File: src/rtl/huff_sym_decode.sv
// Table-driven Huffman symbol decoder for an LSB-first deflate byte stream.
// Define HUFF_SYM_DECODE_RAW_EN to add the raw-bit extraction port.
module huff_sym_decode #(
  parameter int HUFF_CODE_LEN = 8,
  parameter int HUFF_LEN_LEN  = 4,
  parameter int SYM_W         = 5,
  parameter int BUF_W         = 16
) (
  input  logic                     clk,
  input  logic                     rst_n,
  input  logic                     clr,
  input  logic                     dec_en,
  input  logic                     in_valid,
  output logic                     in_ready,
  input  logic [7:0]               in_data,
  input  logic                     in_last,
  output logic                     tbl_rd,
  output logic [HUFF_CODE_LEN-1:0] tbl_addr,
  input  logic [SYM_W-1:0]         tbl_sym,
  input  logic [HUFF_LEN_LEN-1:0]  tbl_len,
  output logic                     sym_valid,
  input  logic                     sym_ready,
  output logic [SYM_W-1:0]         sym_data,
  output logic [HUFF_LEN_LEN-1:0]  sym_len,
  output logic [4:0]               bit_cnt,
  output logic                     eos,
  output logic                     err
`ifdef HUFF_SYM_DECODE_RAW_EN
  ,
  input  logic                     raw_req,
  input  logic [3:0]               raw_nbits,
  output logic [7:0]               raw_data,
  output logic                     raw_valid
`endif
);

  localparam logic [4:0] CODE_LEN_C = 5'(HUFF_CODE_LEN);
  localparam logic [4:0] IN_LIMIT_C = 5'(BUF_W - 8);

  typedef enum logic [2:0] {IDLE, LOOKUP, RESOLVE, OUT, ERR} state_e;

  state_e                   state_q, state_d;
  logic [BUF_W-1:0]         buf_q, buf_d;
  logic [4:0]               bit_cnt_q, bit_cnt_d;
  logic                     last_seen_q, last_seen_d;
  logic                     err_q, err_d;
  logic                     tbl_rd_q, tbl_rd_d;
  logic [HUFF_CODE_LEN-1:0] tbl_addr_q, tbl_addr_d;
  logic                     sym_valid_q, sym_valid_d;
  logic [SYM_W-1:0]         sym_data_q, sym_data_d;
  logic [HUFF_LEN_LEN-1:0]  sym_len_q, sym_len_d;

  logic                     accept;
  logic                     can_decode;
  logic                     raw_pending;
  logic [4:0]               shamt;
  logic [4:0]               cnt_sh;
  logic [BUF_W-1:0]         buf_sh;
  logic [HUFF_CODE_LEN-1:0] addr_rev;

`ifdef HUFF_SYM_DECODE_RAW_EN
  logic [7:0] raw_data_q, raw_data_d;
  logic       raw_valid_q, raw_valid_d;
  assign raw_pending = raw_req;
  assign raw_data    = raw_data_q;
  assign raw_valid   = raw_valid_q;
`else
  assign raw_pending = 1'b0;
`endif

  assign in_ready   = (bit_cnt_q <= IN_LIMIT_C) & ~last_seen_q & ~err_q;
  assign accept     = in_valid & in_ready;
  assign can_decode = dec_en & ((bit_cnt_q >= CODE_LEN_C) |
                                (last_seen_q & (bit_cnt_q != 5'd0)));

  // First stream bit becomes the address MSB; bits above bit_cnt are kept zero.
  always_comb begin
    for (int i = 0; i < HUFF_CODE_LEN; i++) begin
      addr_rev[HUFF_CODE_LEN-1-i] = buf_q[i];
    end
  end

  always_comb begin
    // NOTE: every _d takes its held value first, so no path through this block can infer a latch.
    state_d     = state_q;
    last_seen_d = last_seen_q;
    err_d       = err_q;
    tbl_rd_d    = 1'b0;
    tbl_addr_d  = tbl_addr_q;
    sym_valid_d = sym_valid_q;
    sym_data_d  = sym_data_q;
    sym_len_d   = sym_len_q;
`ifdef HUFF_SYM_DECODE_RAW_EN
    raw_valid_d = raw_valid_q;
    raw_data_d  = raw_data_q;
`endif
    shamt       = 5'd0;

    case (state_q)
      IDLE: begin
`ifdef HUFF_SYM_DECODE_RAW_EN
        if (raw_req) begin
          if (bit_cnt_q >= 5'(raw_nbits)) begin
            shamt       = 5'(raw_nbits);
            raw_data_d  = buf_q[7:0] & ~(8'hFF << raw_nbits);
            raw_valid_d = 1'b1;
            state_d     = OUT;
          end else if (last_seen_q) begin
            err_d   = 1'b1;
            state_d = ERR;
          end
        end else
`endif
        if (can_decode) begin
          tbl_rd_d   = 1'b1;
          tbl_addr_d = addr_rev;
          state_d    = LOOKUP;
        end
      end
      LOOKUP: state_d = RESOLVE;
      RESOLVE: begin
        sym_data_d = tbl_sym;
        sym_len_d  = tbl_len;
        if ((tbl_len == '0) || (5'(tbl_len) > bit_cnt_q)) begin
          err_d   = 1'b1;
          state_d = ERR;
        end else begin
          shamt       = 5'(tbl_len);
          sym_valid_d = 1'b1;
          state_d     = OUT;
        end
      end
      OUT: begin
        if (sym_ready) begin
          sym_valid_d = 1'b0;
`ifdef HUFF_SYM_DECODE_RAW_EN
          raw_valid_d = 1'b0;
`endif
          if (can_decode && !raw_pending) begin
            tbl_rd_d   = 1'b1;
            tbl_addr_d = addr_rev;
            state_d    = LOOKUP;
          end else begin
            state_d = IDLE;
          end
        end
      end
      ERR:     state_d = ERR;
      default: state_d = IDLE;
    endcase

    // A byte landing in the same cycle as a shift goes right above the surviving bits.
    buf_sh    = buf_q >> shamt;
    cnt_sh    = bit_cnt_q - shamt;
    buf_d     = buf_sh;
    bit_cnt_d = cnt_sh;
    if (accept) begin
      buf_d     = buf_sh | (BUF_W'(in_data) << cnt_sh);
      bit_cnt_d = cnt_sh + 5'd8;
      if (in_last) last_seen_d = 1'b1;
    end

    if (clr) begin
      state_d     = IDLE;
      buf_d       = '0;
      bit_cnt_d   = 5'd0;
      last_seen_d = 1'b0;
      err_d       = 1'b0;
      tbl_rd_d    = 1'b0;
      tbl_addr_d  = '0;
      sym_valid_d = 1'b0;
      sym_data_d  = '0;
      sym_len_d   = '0;
`ifdef HUFF_SYM_DECODE_RAW_EN
      raw_valid_d = 1'b0;
      raw_data_d  = '0;
`endif
    end
  end

  always_ff @(posedge clk or negedge rst_n) begin
    if (!rst_n) begin
      state_q     <= IDLE;
      buf_q       <= '0;
      bit_cnt_q   <= 5'd0;
      last_seen_q <= 1'b0;
      err_q       <= 1'b0;
      tbl_rd_q    <= 1'b0;
      tbl_addr_q  <= '0;
      sym_valid_q <= 1'b0;
      sym_data_q  <= '0;
      sym_len_q   <= '0;
`ifdef HUFF_SYM_DECODE_RAW_EN
      raw_valid_q <= 1'b0;
      raw_data_q  <= '0;
`endif
    end else begin
      // NOTE: non-blocking here so every flop updates from the same pre-edge values.
      state_q     <= state_d;
      buf_q       <= buf_d;
      bit_cnt_q   <= bit_cnt_d;
      last_seen_q <= last_seen_d;
      err_q       <= err_d;
      tbl_rd_q    <= tbl_rd_d;
      tbl_addr_q  <= tbl_addr_d;
      sym_valid_q <= sym_valid_d;
      sym_data_q  <= sym_data_d;
      sym_len_q   <= sym_len_d;
`ifdef HUFF_SYM_DECODE_RAW_EN
      raw_valid_q <= raw_valid_d;
      raw_data_q  <= raw_data_d;
`endif
    end
  end

  assign tbl_rd    = tbl_rd_q;
  assign tbl_addr  = tbl_addr_q;
  assign sym_valid = sym_valid_q;
  assign sym_data  = sym_data_q;
  assign sym_len   = sym_len_q;
  assign bit_cnt   = bit_cnt_q;
  assign err       = err_q;
  assign eos       = last_seen_q & (bit_cnt_q == 5'd0) & (state_q == IDLE);

endmodule

File: config.mk
export PLATFORM = sky130hd
export DESIGN_NAME = huff_sym_decode
export DESIGN_NICKNAME = d
export VERILOG_FILES = /design/src/rtl/huff_sym_decode.sv
export SDC_FILE = /design/constraint.sdc
export NUM_CORES = 1
export LEC_CHECK = 0
export ABC_AREA = 1
export CORE_ASPECT_RATIO = 0.7
export CORE_UTILIZATION = 30
export DETAILED_ROUTE_END_ITERATION = 7
export DONT_BUFFER_PORTS = 1
export PLACE_DENSITY = 0.44
export SYNTH_ARGS = -nofsm -noshare
export SYNTH_HDL_FRONTEND = slang
export SYNTH_SLANG_ARGS = --single-unit
File: constraint.sdc
create_clock -name clk -period 2.9 [get_ports clk]
set_input_delay 0.29 -clock clk [delete_from_list [all_inputs] [get_ports clk]]
set_output_delay 0.29 -clock clk [all_outputs]
set_load 0.05 [all_outputs]
==> impl_metrics.yaml <==
floorplanning:
  start_util_pct: 30.9
  core_area_mm2: 0.0111
  die_w_um: 129
  die-height_um: 91.2
  row_count: 32
  pin_count: 51
  dieArea_mm2: 0.0118
cells_and_area:
  multi_input_area_mm2: 0.00216
  num_antenna_cells: 0
  drive_gt1_share_pct: 24.8
  area_growth_pct: 26.3
  final-seq-area_mm2: 0.00113
  fillers: 1188
  finalNonFillerCells: 677
  postLayoutCoreUtil_pct: 39.0
  layout.nets: 558
detailed_routing:
  routedWlPerCell_um: 15.2
  wl_um: 10300
  dr.pass1.iters: 4
  routed_via_density: 4.99
  vias: 3375
  route.detailed.drc: 0
  drtAntennaViolNets: 0
  drt-initial-drc-count: 240
synthesis:
  synth_cell_types: 37
  netlist.top_cell.by_area: "dfrtp_1"
  synth_seq_cells: 45
  synthTopCellsByArea: "dfrtp_1, nand2_1, nand3_1"
  syn_area_mm2: 0.00341
  synth_top_area_share_pct: 33.0
  syn_inst: 494
  yosysWarningCount: 0
  syn_area_per_cell_um2: 6.90
  yosysSeqAreaShare_pct: 33.0
  async_flop_share_pct: 100
  synth_edf_count: 0
  synth_flop_cell: "dfrtp_1"
  syn_nets: 529
cts:
  clkLatencyLatePin_ps: 290
  clk_root_buffer_cell: "clkbuf_16"
  numCtsBuffers: 5
  cts_buffer_depth: 2
  clock-sinks: 45
  clkTransAtPathRegs_ps: 70
  cts_tree: "done"
  htreeDepth: 2
critical_path:
  end_kind: "register"
  cp_slowest_cell: "fa_2"
  crit_type: "register to register"
  start_kind: "register"
  cp_max_fo: 10
  cp_data_arrival_time_ps: 3120
  required_ps: 3120
  cpMostUsedCell: "inv_2"
  rr_startpoint: "bit_cnt[3]"
  crit_chain: "inv_2, ha_4, inv_2, nor2_4, nand3_2, nand3_2, nand2_4, nand3_4, inv_2, ha_4, fa_2, inv_4, nand2_1, o21ai_2, nor2_1, o211ai_1, a21oi_1"
  crit_path_max_incr_delay_ps: 630
  critPathLaunch: "bit_cnt[3]"
place:
  globalplace.congestion: 0.857
  dp_hpwl_um: 7620
  port-buffer-count: 0
  dp.cells: 657
power_and_ir_drop:
  power_density_mw_per_mm2: 1120
  vdd_ir_drop_max_mv: 0.393
  leakagePower_nw: 2.09
hold_path:
  hold_class: "input port to register"
  hp-start: "clr"
run_status:
  outcome: "finished, violations left"
  violations: "setup timing"
timing:
  post-route-period-util_pct: 100
  timing.final.ws_setup_ps: -1.41
  relSlewSlack_pct: 42.8
  fin_crit_ps: 2900
  hold_viol: 0
  slew_viol_final: 0
  tightest_slew_ps: 857
  rsz0062_at_grt: "true"
  setup_viol: 1
  clock_skew_ps: 8.45
  max_freq_ghz: 0.345
global_route:
  grt.overflow.total: 0
  grt_pass1_wl_um: 16600
  grtUsageTotal_pct: 18.2
  grt_pass1_vias: 3239
  antenna_found_initial: 0
  grt_max_degree: 46
run:
  drv_cap: 0
-- worst max-delay path: cells and delay by family (launching register included) --
kind	cells	cell delay (ps)
DFF	1	410
adders and majority gates	3	1030
and+or+nand+nor	7	790
buffers and inverters	4	200
AOI/OAI and AO/OA	3	380
-- layout by cell type, fill, tap and decap left out, types with 4 or more instances in the layout --
master	n
inv_1	56
a21oi_2	4
nor3_1	5
nand2_2	6
nand3_2	12
clkbuf_16	5
dfrtp_1	42
o21ai_1	8
ha_4	8
nand4_1	20
nor2_1	18
nand3_1	79
nand2_4	5
a21oi_1	15
o211ai_1	7
o21ai_2	7
inv_4	4
buf_4	40
nor2_4	5
o21ai_0	21
nand2_1	113
inv_2	8
-- cell type report --
class	count	share of cell area, %
Sequential cell	45	26.3
Inverter	69	6.42
Clock inverter	3	0.581
Multi-Input combinational cell	356	50.3
Clock buffer	5	2.91
Tap cell	153	4.45
Timing Repair Buffer	46	9.09
-- worst paths after layout --
check	cells past startpoint	slack, ps	endpoint
setup / recovery	17	-1	buf_q[10]
hold / removal	1	60	last_seen_q
setup reg to reg	17	-1	buf_q[10]
hold reg to reg	2	530	tbl_addr[5]
max in group asynchronous	2	2160	bit_cnt[3]
min in group asynchronous	2	510	bit_cnt[4]
-- timing repair --
item                       4_1_cts  5_1_grt
gates resized for setup         24       32
setup endpoints to repair       17       18
buffers inserted                 4        6
hold buffers                     2        0
pin swaps                       10       14
hold endpoints to repair        45        0
-- kinds of logic (layout without fill, tap and decap cells) --
| group | after synthesis | after routing | share of synthesized area (%) |
|---|---|---|---|
| AO/OA/AOI/OAI | 69 | 69 | 11.3 |
| XOR/XNOR | 4 | 4 | 1.03 |
| adder cells (fa/ha/maj) | 11 | 11 | 4.26 |
| buffers and inverters | 93 | 123 | 11.9 |
| flip-flops | 45 | 45 | 33.0 |
| multiplexers | 1 | 1 | 0.294 |
| AND/OR/NAND/NOR | 271 | 271 | 38.2 |
-- flip-flops by register name, summed over array words and instances, names as in the netlist --
register and cells:
bit_cnt 5, buf_q 16, err 1, last_seen_q 1, state_q 3, sym_data 5
sym_len 4, sym_valid 1, tbl_addr 8, tbl_rd 1
-- power by group --
| part | total [mW] | internal (mW) | switching [mW] |
|---|---|---|---|
| combinational | 3.04 | 1.20 | 1.84 |
| sequential | 1.16 | 0.823 | 0.339 |
| clock | 0.596 | 0.325 | 0.272 |
-- stage by stage --
| step | setup slack, ps | setup TNS, ps | hold slack (ps) | instance area, µm² | power (mW) |
|---|---|---|---|---|---|
| floorplan | -259 | -3450 | -5.59 | 3550 | 3.03 |
| global placement | -71.3 | -433 | -4.27 | 3820 | 3.73 |
| detailed placement | -122 | -815 | -4.26 | 3820 | 3.74 |
| CTS | -4.18 | -4.18 | 50.1 | 4130 | 4.53 |
| global route | -199 | -2490 | 43.6 | 4310 | 5.21 |
| finish | -1.41 | -1.41 | 61.6 | 4310 | 4.80 |
-- routing by layer --
layer  up-vias  global-route usage, %  routed length (µm)
li1       1696                      -                   -
met1      1578                   26.0                5070
met2        97                   28.9                4520
met3         4                   3.24                 662
met4         0                   2.62                  51
met5         -                      0                   0
-- cells in the mapped netlist, types with 2 or more instances --
master,n
a21oi_1,20
buf_1,2
buf_2,7
buf_4,4
buf_6,3
clkbuf_1,7
dfrtp_1,45
ha_1,10
inv_1,65
inv_2,4
nand2_1,123
nand3_1,84
nand3_2,7
nand3_4,2
nand4_1,20
nor2_1,21
nor2_2,2
nor2_4,2
nor3_1,5
o211ai_1,7
o21ai_0,36
xnor2_1,2
xor2_1,2
(Power assumes the default switching activity.)
